$ cat src/rtl/reg_file_arbiter.sv
// rtl/reg_file_arbiter.sv - round-robin arbiter sharing the register-file port between host bridge (A) and telemetry (B)
module reg_file_arbiter #(
  parameter logic [5:0] MAX_ADDR = 6'h25
) (
  input  logic       clock,
  input  logic       reset_n,
  // requester A (host bridge)
  input  logic       a_req,
  input  logic       a_we,
  input  logic [5:0] a_addr,
  input  logic [7:0] a_wdata,
  output logic       a_gnt,
  output logic       a_rvalid,
  output logic [7:0] a_rdata,
  output logic       a_err,
  // requester B (telemetry sequencer)
  input  logic       b_req,
  input  logic       b_we,
  input  logic [5:0] b_addr,
  input  logic [7:0] b_wdata,
  output logic       b_gnt,
  output logic       b_rvalid,
  output logic [7:0] b_rdata,
  output logic       b_err,
  // register-file access port
  output logic [5:0] address,
  output logic       write_en,
  output logic [7:0] wr_data,
  output logic       read_en,
  input  logic [7:0] rd_data,
  output logic       busy
);

  typedef enum logic [1:0] {IDLE, ISSUE, CAPTURE} state_t;

  localparam logic GRANT_A = 1'b0;
  localparam logic GRANT_B = 1'b1;

  state_t     state, state_nx;
  logic       last_grant, last_grant_nx;
  logic [5:0] address_nx;
  logic [7:0] wr_data_nx;
  logic       write_en_nx, read_en_nx, busy_nx;
  logic       a_gnt_nx, b_gnt_nx, a_err_nx, b_err_nx;
  logic       a_rvalid_nx, b_rvalid_nx;
  logic [7:0] a_rdata_nx, b_rdata_nx;

  logic       win_b;
  logic       win_we;
  logic [5:0] win_addr;
  logic [7:0] win_wdata;

  // FSM state and round-robin pointer; last_grant also names the owner of the access in flight
  always_ff @(posedge clock or negedge reset_n) begin
    if (!reset_n) begin
      state      <= IDLE;
      last_grant <= GRANT_B;
    end else begin
      state      <= state_nx;
      last_grant <= last_grant_nx;
    end
  end

  // next-state, winner selection and next values of every registered output
  always_comb begin
    state_nx      = state;
    last_grant_nx = last_grant;
    address_nx    = address;
    wr_data_nx    = wr_data;
    write_en_nx   = 1'b0;
    read_en_nx    = 1'b0;
    a_gnt_nx      = 1'b0;
    b_gnt_nx      = 1'b0;
    a_err_nx      = 1'b0;
    b_err_nx      = 1'b0;
    a_rvalid_nx   = 1'b0;
    b_rvalid_nx   = 1'b0;
    a_rdata_nx    = a_rdata;
    b_rdata_nx    = b_rdata;
    // B wins when it is alone, or when both ask and A was served last
    win_b         = b_req && (!a_req || (last_grant == GRANT_A));
    win_we        = win_b ? b_we    : a_we;
    win_addr      = win_b ? b_addr  : a_addr;
    win_wdata     = win_b ? b_wdata : a_wdata;

    case (state)
      IDLE: begin
        if (a_req || b_req) begin
          address_nx    = win_addr;
          wr_data_nx    = win_wdata;
          last_grant_nx = win_b ? GRANT_B : GRANT_A;
          a_gnt_nx      = !win_b;
          b_gnt_nx      = win_b;
          state_nx      = ISSUE;
          if (win_addr > MAX_ADDR) begin
            // rejected access: granted so the requester can move on, never strobed
            a_err_nx = !win_b;
            b_err_nx = win_b;
          end else begin
            write_en_nx = win_we;
            read_en_nx  = !win_we;
          end
        end
      end
      ISSUE: begin
        // read_en is high here only for an in-range read
        state_nx = read_en ? CAPTURE : IDLE;
      end
      CAPTURE: begin
        if (last_grant == GRANT_B) begin
          b_rdata_nx  = rd_data;
          b_rvalid_nx = 1'b1;
        end else begin
          a_rdata_nx  = rd_data;
          a_rvalid_nx = 1'b1;
        end
        state_nx = IDLE;
      end
      default: state_nx = IDLE;
    endcase

    busy_nx = (state_nx != IDLE);
  end

  // registered outputs
  always_ff @(posedge clock or negedge reset_n) begin
    if (!reset_n) begin
      address  <= 6'd0;
      wr_data  <= 8'd0;
      write_en <= 1'b0;
      read_en  <= 1'b0;
      busy     <= 1'b0;
      a_gnt    <= 1'b0;
      b_gnt    <= 1'b0;
      a_err    <= 1'b0;
      b_err    <= 1'b0;
      a_rvalid <= 1'b0;
      b_rvalid <= 1'b0;
      a_rdata  <= 8'd0;
      b_rdata  <= 8'd0;
    end else begin
      address  <= address_nx;
      wr_data  <= wr_data_nx;
      write_en <= write_en_nx;
      read_en  <= read_en_nx;
      busy     <= busy_nx;
      a_gnt    <= a_gnt_nx;
      b_gnt    <= b_gnt_nx;
      a_err    <= a_err_nx;
      b_err    <= b_err_nx;
      a_rvalid <= a_rvalid_nx;
      b_rvalid <= b_rvalid_nx;
      a_rdata  <= a_rdata_nx;
      b_rdata  <= b_rdata_nx;
    end
  end

endmodule

$ cat config.mk
export PLATFORM = sky130hd
export DESIGN_NAME = reg_file_arbiter
export DESIGN_NICKNAME = d
export VERILOG_FILES = /design/src/rtl/reg_file_arbiter.sv
export SDC_FILE = /design/constraint.sdc
export NUM_CORES = 1
export LEC_CHECK = 0
export ABC_CLOCK_PERIOD_IN_PS = 2150
export CAP_MARGIN = 20
export CORE_MARGIN = 4
export CORE_UTILIZATION = 44
export DETAILED_ROUTE_END_ITERATION = 6
export HOLD_SLACK_MARGIN = 0.05
export PLACE_DENSITY_LB_ADDON = 0.2
export SYNTH_ARGS = -nofsm -noshare
export SYNTH_HDL_FRONTEND = slang
export SYNTH_SLANG_ARGS = --single-unit
$ cat constraint.sdc
create_clock -name clock -period 2.15 [get_ports clock]
set_input_delay 0.3225 -clock clock [delete_from_list [all_inputs] [get_ports clock]]
set_output_delay 0.3225 -clock clock [all_outputs]
set_load 0.03 [all_outputs]
==> results of run 1 <==
==> path summary, 6_finish.rpt <==
path	start	endpoint	slack, ns
max	b_req	address[5]	0.41
min reg2reg	address[0]	address[0]	0.51
min in group clock	address[0]	address[0]	0.51
min	reset_n	b_rdata[2]	0.16
max reg2reg	state[0]	wr_data[5]	0.58
max in group asynchronous	reset_n	address[4]	1.43
==> worst max-delay path, stage by stage <==
cell and delay [ns]:
sky130_fd_sc_hd__clkdlybuf4s50_1 0.54, sky130_fd_sc_hd__a21boi_2 0.23, sky130_fd_sc_hd__buf_12 0.18, sky130_fd_sc_hd__mux2_2 0.38
sky130_fd_sc_hd__mux2_2 0.26
==> per-stage QoR <==
stage | power [mW] | area, um^2
global route | 3.69 | 2750
global placement | 2.78 | 2610
CTS | 3.56 | 2750
finish | 3.52 | 2750
floorplan | 2.10 | 1750
detailed placement | 2.82 | 2610
==> cells in the mapped netlist <==
| cell | instances | area share |
|---|---|---|
| sky130_fd_sc_hd__a211oi_1 | 4 | 0.017 |
| sky130_fd_sc_hd__a21boi_2 | 1 | 0.0064 |
| sky130_fd_sc_hd__a21o_1 | 1 | 0.0043 |
| sky130_fd_sc_hd__a221o_1 | 8 | 0.046 |
| sky130_fd_sc_hd__and2_2 | 1 | 0.0043 |
| sky130_fd_sc_hd__and3_2 | 9 | 0.039 |
| sky130_fd_sc_hd__and3b_1 | 2 | 0.010 |
| sky130_fd_sc_hd__buf_12 | 1 | 0.011 |
| sky130_fd_sc_hd__buf_2 | 1 | 0.0029 |
| sky130_fd_sc_hd__buf_6 | 2 | 0.013 |
| sky130_fd_sc_hd__dfrtp_1 | 41 | 0.59 |
| sky130_fd_sc_hd__dfstp_2 | 1 | 0.015 |
| sky130_fd_sc_hd__inv_1 | 2 | 0.0043 |
| sky130_fd_sc_hd__mux2_2 | 29 | 0.19 |
| sky130_fd_sc_hd__mux2i_1 | 2 | 0.011 |
| sky130_fd_sc_hd__nand2b_1 | 1 | 0.0036 |
| sky130_fd_sc_hd__nand3b_1 | 1 | 0.0043 |
| sky130_fd_sc_hd__nor2_1 | 1 | 0.0021 |
| sky130_fd_sc_hd__nor2_4 | 1 | 0.0064 |
| sky130_fd_sc_hd__nor3b_1 | 1 | 0.0043 |
| sky130_fd_sc_hd__nor4_4 | 1 | 0.012 |
| sky130_fd_sc_hd__o21ai_4 | 1 | 0.0093 |
==> cell type report <==
class	instances	area [um^2]	share of cell area
clock buffers	5	68.8	0.0251
clock inverters	3	68.8	0.0251
inverters	2	7.51	0.00273
multi-input cells	64	642	0.234
flip-flops and latches	42	1050	0.383
well taps	48	60.1	0.0219
repair buffers	85	846	0.308
==> registers in the layout, indices dropped and copies added, names as in the netlist, 2 cells and up <==
name,count
a_rdata,8
address,6
b_rdata,8
state,2
wr_data,8
==> per-layer routing <==
metal	vias up	part of all wire	global-route usage	wire (um)
li1	592	-	-	-
met1	611	0.43	0.206	1710
met2	50	0.50	0.285	2010
met3	4	0.064	0.0440	257
met4	0	0.011	0.0501	43
met5	-	0	0	0
==> cell families after synthesis <==
kind of cell,share of synthesized area
mux,0.198
flops,0.602
compound gates,0.0830
simple gates,0.0858
buf+inv,0.0315
==> power groups by stage <==
stage,Sequential (mW),Combinational [mW],Clock [mW]
after floorplan,1.73,0.365,0
after global placement,1.21,1.57,0
after detailed placement,1.23,1.59,0
after CTS,1.21,1.60,0.744
after global routing,1.25,1.65,0.788
final,1.21,1.58,0.727
==> qor.tcl, run 1 <==
set qor(cp_data_arrival_time_ns) 1.92
set qor(drt-pass1-iter-count) 2
set qor(path_clk_slew_ns) 0.08
set qor(initial_utilization) 0.467
set qor(required_ns) 2.33
set qor(cts.sink_count) 42
set qor(final_cell_count_no_fill) 249
set qor(horizontal_die_dimension_um) 71.1
set qor(gp_routability_congestion) 0.734
set qor(maxSlewHeadroom) 0.405
set qor(synthCells) 112
set qor(ir_worst_vdd_mv) 0.592
set qor(worst_slack_ns) 0.412
set qor(clock_tree.htree_level_count) 2
set qor(cts_hold_buffers) 0
set qor(utilization) 0.733
set qor(fill_cells) 262
set qor(tritoncts) {yes}
set qor(swShare) 0.351
set qor(dp_cells) 241
set qor(sequentialPowerShare) 0.345
set qor(startpoint_type) {input port}
set qor(hold_ws_ns) 0.159
set qor(grt_antenna_before_repair) 0
set qor(yosysWarningCount) 0
set qor(power.leakage_nw) 1.19
set qor(total_congestion_overflow) 0
set qor(kind_of_critical_path) {in -> reg}
set qor(mappedNetlistNets) 154
set qor(core_area_um2) 3740
set qor(finalHoldViolations) 0
set qor(postCtsSetupRepairBufs) 0
set qor(final_net_count) 242
set qor(period_minus_slack_ns) 1.74
set qor(pwr-share-clk) 0.207
set qor(internal_power_mw) 2.28
set qor(critical_path.endpoint_type) {register}
set qor(layout_commonest_cell) {sky130_fd_sc_hd__clkdlybuf4s50_1}
set qor(grt_start_max_net_pins) 43
set qor(max_cap_violations) 0
set qor(synth_seq_area_share) 0.602
set qor(clk-insertion-delay-late_ns) 0.29
set qor(num_ports) 81
set qor(ys_seq_elements) 42
set qor(avgRoutedWirePerCell_um) 16.2
set qor(number_of_distinct_library_cells_after_synthesis) 22
set qor(share_of_the_clock_period_used_by_the_worst_path) 0.808
set qor(timing.final.max_slew_violations) 0
set qor(die_height_um) 71.1
set qor(grt_setup_unrepaired) {false}
set qor(combPwrFrac) 0.448
set qor(detailed_place_hpwl_um) 3120
set qor(numPortBuffers) 80
set qor(drive_above_1_share) 0.289
set qor(std_cell_rows) 22
set qor(number_of_instances_resized_during_post_cts_repair) 0
set qor(skew_ns) 0.00809
set qor(placement_stage_worst_setup_slack_ns) 0.112
set qor(detailedRoute.firstIterationViolations) 60
set qor(post_drt_via_cell_ratio) 5.05
set qor(clockBufferDepth) 2
set qor(worst_slew_pin_slew_ns) 0.892
set qor(reg2regPathDepth) 4
set qor(finalSetupViolations) 0
set qor(vias_in_the_first_global_route) 1346
set qor(clock_tree.root_cell) {sky130_fd_sc_hd__clkbuf_8}
set qor(hp-class) {in -> async}
set qor(area.growth.synth_to_final_pct) 56.9
set qor(p_switching_mw) 1.23
set qor(cts_buffers) 5
set qor(routed-via-count) 1257
set qor(layout.cells.most_common_list) {sky130_fd_sc_hd__clkdlybuf4s50_1 (79), sky130_fd_sc_hd__dfrtp_1 (41), sky130_fd_sc_hd__mux2_2 (29), sky130_fd_sc_hd__and3_2 (9), sky130_fd_sc_hd__a221o_1 (8)}
set qor(setup_total_negative_slack_ns) 0
set qor(grt_first_pass_wirelength_um) 6590
set qor(synthesis.area_um2) 1750
set qor(dr_drc_count) 0
set qor(outcome) {completed}
set qor(finalWirelength_um) 4030
set qor(cp_max_fo) 19
set qor(design.die.area_um2) 5050
set qor(route.antenna.remaining_nets) 0
set qor(synth_area_per_cell_um2) 15.6
set qor(timing.fmax_mhz) 575
set qor(cellPowerDensity_nw_per_um2) 1280
set qor(globalRouteTotalUtil) 0.167
set qor(antenna_cells) 0
(Power assumes the default switching activity.)
==> run 2: changes to the inputs <==
--- a/config.mk
+++ b/config.mk
@@ -5,10 +5,10 @@
 export SDC_FILE = /design/constraint.sdc
 export NUM_CORES = 1
 export LEC_CHECK = 0
-export ABC_CLOCK_PERIOD_IN_PS = 2150
+export ABC_CLOCK_PERIOD_IN_PS = 1670
 export CAP_MARGIN = 20
 export CORE_MARGIN = 4
-export CORE_UTILIZATION = 44
+export CORE_UTILIZATION = 41
 export DETAILED_ROUTE_END_ITERATION = 6
 export HOLD_SLACK_MARGIN = 0.05
 export PLACE_DENSITY_LB_ADDON = 0.2
==> constraint.sdc (replaced) <==
create_clock -name clock -period 1.67 [get_ports clock]
set_input_delay 0.2505 -clock clock [delete_from_list [all_inputs] [get_ports clock]]
set_output_delay 0.2505 -clock clock [all_outputs]
set_load 0.03 [all_outputs]
==> run 2 against run 1 <==
Net effect: sequential share of layout area is 0.052 points lower; via count is 2.9% higher; global-route usage fell by 0.17 points; total power increased by 20%; critical path depth unchanged; register-to-register slack got worse by 0.47 ns; cell count is 2.8% higher.
==> qor.tcl, run 2 (synthesis gave the netlist of run 1 again) <==
set qor(outcome) {completed}
set qor(tritoncts) {yes}
set qor(reg.largest.list) {a_rdata: 8 flops, b_rdata: 8 flops, wr_data: 8 flops}
set qor(clock_tree.root_cell) {sky130_fd_sc_hd__clkbuf_8}
set qor(finalSetupViolations) 0
set qor(cp_max_fo) 12
set qor(placement_stage_worst_setup_slack_ns) -0.252
set qor(timing.rr.end) {wr_data[1]}
set qor(total_power_mw) 4.22
set qor(timing.fmax_mhz) 611
set qor(critical_path.most_common_cell) {sky130_fd_sc_hd__mux2_2}
set qor(final_net_count) 248
set qor(worst_slack_ns) 0.0328
set qor(route.antenna.remaining_nets) 0
set qor(drive_above_1_share) 0.301
set qor(reg2regPathDepth) 5
set qor(regToRegSetupSlack_ns) 0.11
set qor(clock_tree.htree_level_count) 2
set qor(vias_in_the_first_global_route) 1451
set qor(final_cell_count_no_fill) 256
set qor(post_drt_via_cell_ratio) 5.05
set qor(kind_of_critical_path) {in -> reg}
set qor(grt_antenna_before_repair) 0
set qor(avgRoutedWirePerCell_um) 15.9
set qor(timing.critical_path.slowest_stage_cell) {sky130_fd_sc_hd__clkdlybuf4s50_1}
set qor(grt_setup_unrepaired) {false}
set qor(maxSlewHeadroom) 0.676
set qor(numPortBuffers) 80
set qor(area.growth.synth_to_final_pct) 57.2
set qor(ir_worst_vdd_mv) 0.804
set qor(share_of_the_clock_period_used_by_the_worst_path) 0.980
set qor(cts_hold_buffers) 1
set qor(finalWirelength_um) 4060
set qor(detailedRoute.firstIterationViolations) 31
set qor(crit_path_max_incr_delay_ns) 0.51
set qor(die_height_um) 73.3
set qor(skew_ns) 0.00459
set qor(horizontal_die_dimension_um) 73.3
set qor(required_ns) 1.84
set qor(crit_chain) {clkdlybuf4s50_1 > a21boi_2 > buf_12 > mux2_2 > mux2_2}
set qor(cp_top_family) {buffers and inverters}
set qor(dp_cells) 248
set qor(dpl_cell_area_um2) 2660
set qor(max_cap_violations) 0
set qor(cp_data_arrival_time_ns) 1.81
set qor(number_of_instances_resized_during_post_cts_repair) 0
set qor(stdcell_area_um2) 2750
set qor(initial_utilization) 0.431
set qor(power.leakage_nw) 1.20
set qor(gp_routability_congestion) 0.763
set qor(grt_start_max_net_pins) 24
set qor(num_ports) 81
set qor(period_minus_slack_ns) 1.64
set qor(postCtsSetupRepairBufs) 0
set qor(fill_cells) 273
set qor(critical_path.n_buffers_inverters) 2
set qor(cts_buffers) 5
set qor(ff_latch_area_um2) 1050
set qor(detailed_place_hpwl_um) 3220
set qor(layout_commonest_cell) {sky130_fd_sc_hd__clkdlybuf4s50_1}
set qor(cts.sink_count) 42
set qor(layout.cells.most_common_list) {sky130_fd_sc_hd__clkdlybuf4s50_1 (79), sky130_fd_sc_hd__dfrtp_1 (41), sky130_fd_sc_hd__mux2_2 (29), sky130_fd_sc_hd__and3_2 (9)}
set qor(worst_r2r_startpoint) {last_grant}
set qor(routed-via-count) 1294
set qor(cellPowerDensity_nw_per_um2) 1540
set qor(hp-class) {in -> async}
set qor(drt-pass1-iter-count) 4
set qor(startpoint_type) {input port}
set qor(grt_first_pass_wirelength_um) 6760
set qor(timing.final.max_slew_violations) 0
set qor(finalHoldViolations) 0
set qor(total_congestion_overflow) 0
set qor(critical_path.endpoint_type) {register}
set qor(clk-insertion-delay-late_ns) 0.29
set qor(design.die.area_um2) 5380
set qor(globalRouteTotalUtil) 0.165
set qor(worst_slew_pin_slew_ns) 0.486
set qor(dr_drc_count) 0
set qor(path_clk_slew_ns) 0.07
set qor(core_area_um2) 4060
set qor(multi_input_comb_area_um2) 642
set qor(antenna_cells) 0
set qor(clockBufferDepth) 2
set qor(std_cell_rows) 23
run 2: cell count changes in the layout (fill, tap and decap cells not counted):
cell                            delta
sky130_fd_sc_hd__buf_4             +4
sky130_fd_sc_hd__bufinv_16         -2
sky130_fd_sc_hd__clkinv_2          +2
sky130_fd_sc_hd__buf_12            +1
sky130_fd_sc_hd__clkinv_4          -1
sky130_fd_sc_hd__dlygate4sd3_1     +1
run 2: how the worst max path moves through the flow:
stage,cells after the start,from,to,slack [ns]
5_1_grt,5,a_req,address[5],0.02
4_1_cts,5,a_req,address[5],0.05
2_1_floorplan,5,last_grant,wr_data[1],0.26
6_report,5,a_req,address[5],0.03
3_5_place_dp,5,a_req,address[5],-0.25
3_3_place_gp,5,a_req,address[5],-0.19
run 2: power by group:
part           switching (mW)  leakage (nW)  internal, mW
registers               0.197         0.518          1.37
clock network           0.317        0.0438         0.280
logic                    1.06         0.638          1.00
total                    1.57          1.20          2.65
run 2: metal layers:
metal,global-route usage,wire [um],up-vias
met1,0.208,1630,628
met2,0.274,2080,53
li1,-,-,606
met3,0.0383,292,7
met4,0.0664,65,0
met5,0,0,-
run 2: layout make-up:
class	count	area share
timing repair buffer	91	0.330
multi-input combinational	64	0.234
inverter	2	0.00273
tap	50	0.0228
clock inverter	2	0.00364
sequential	42	0.383
clock buffer	5	0.0250
run 2: stage by stage:
stage | util | hold slack, ns | TNS (ns)
after floorplan | - | -0.0451 | 0
after global placement | 0.656 | 0.224 | -2.28
after detailed placement | 0.656 | 0.240 | -3.19
after CTS | 0.677 | 0.468 | 0
after global routing | 0.677 | 0.509 | 0
final | 0.677 | 0.453 | 0
run 2: worst register-to-register path, cell delays in order (launching register included):
cell and delay (ns):
sky130_fd_sc_hd__dfstp_2 0.58, sky130_fd_sc_hd__a21boi_2 0.08, sky130_fd_sc_hd__buf_12 0.16, sky130_fd_sc_hd__buf_4 0.16, sky130_fd_sc_hd__and3_2 0.21, sky130_fd_sc_hd__a221o_1 0.26
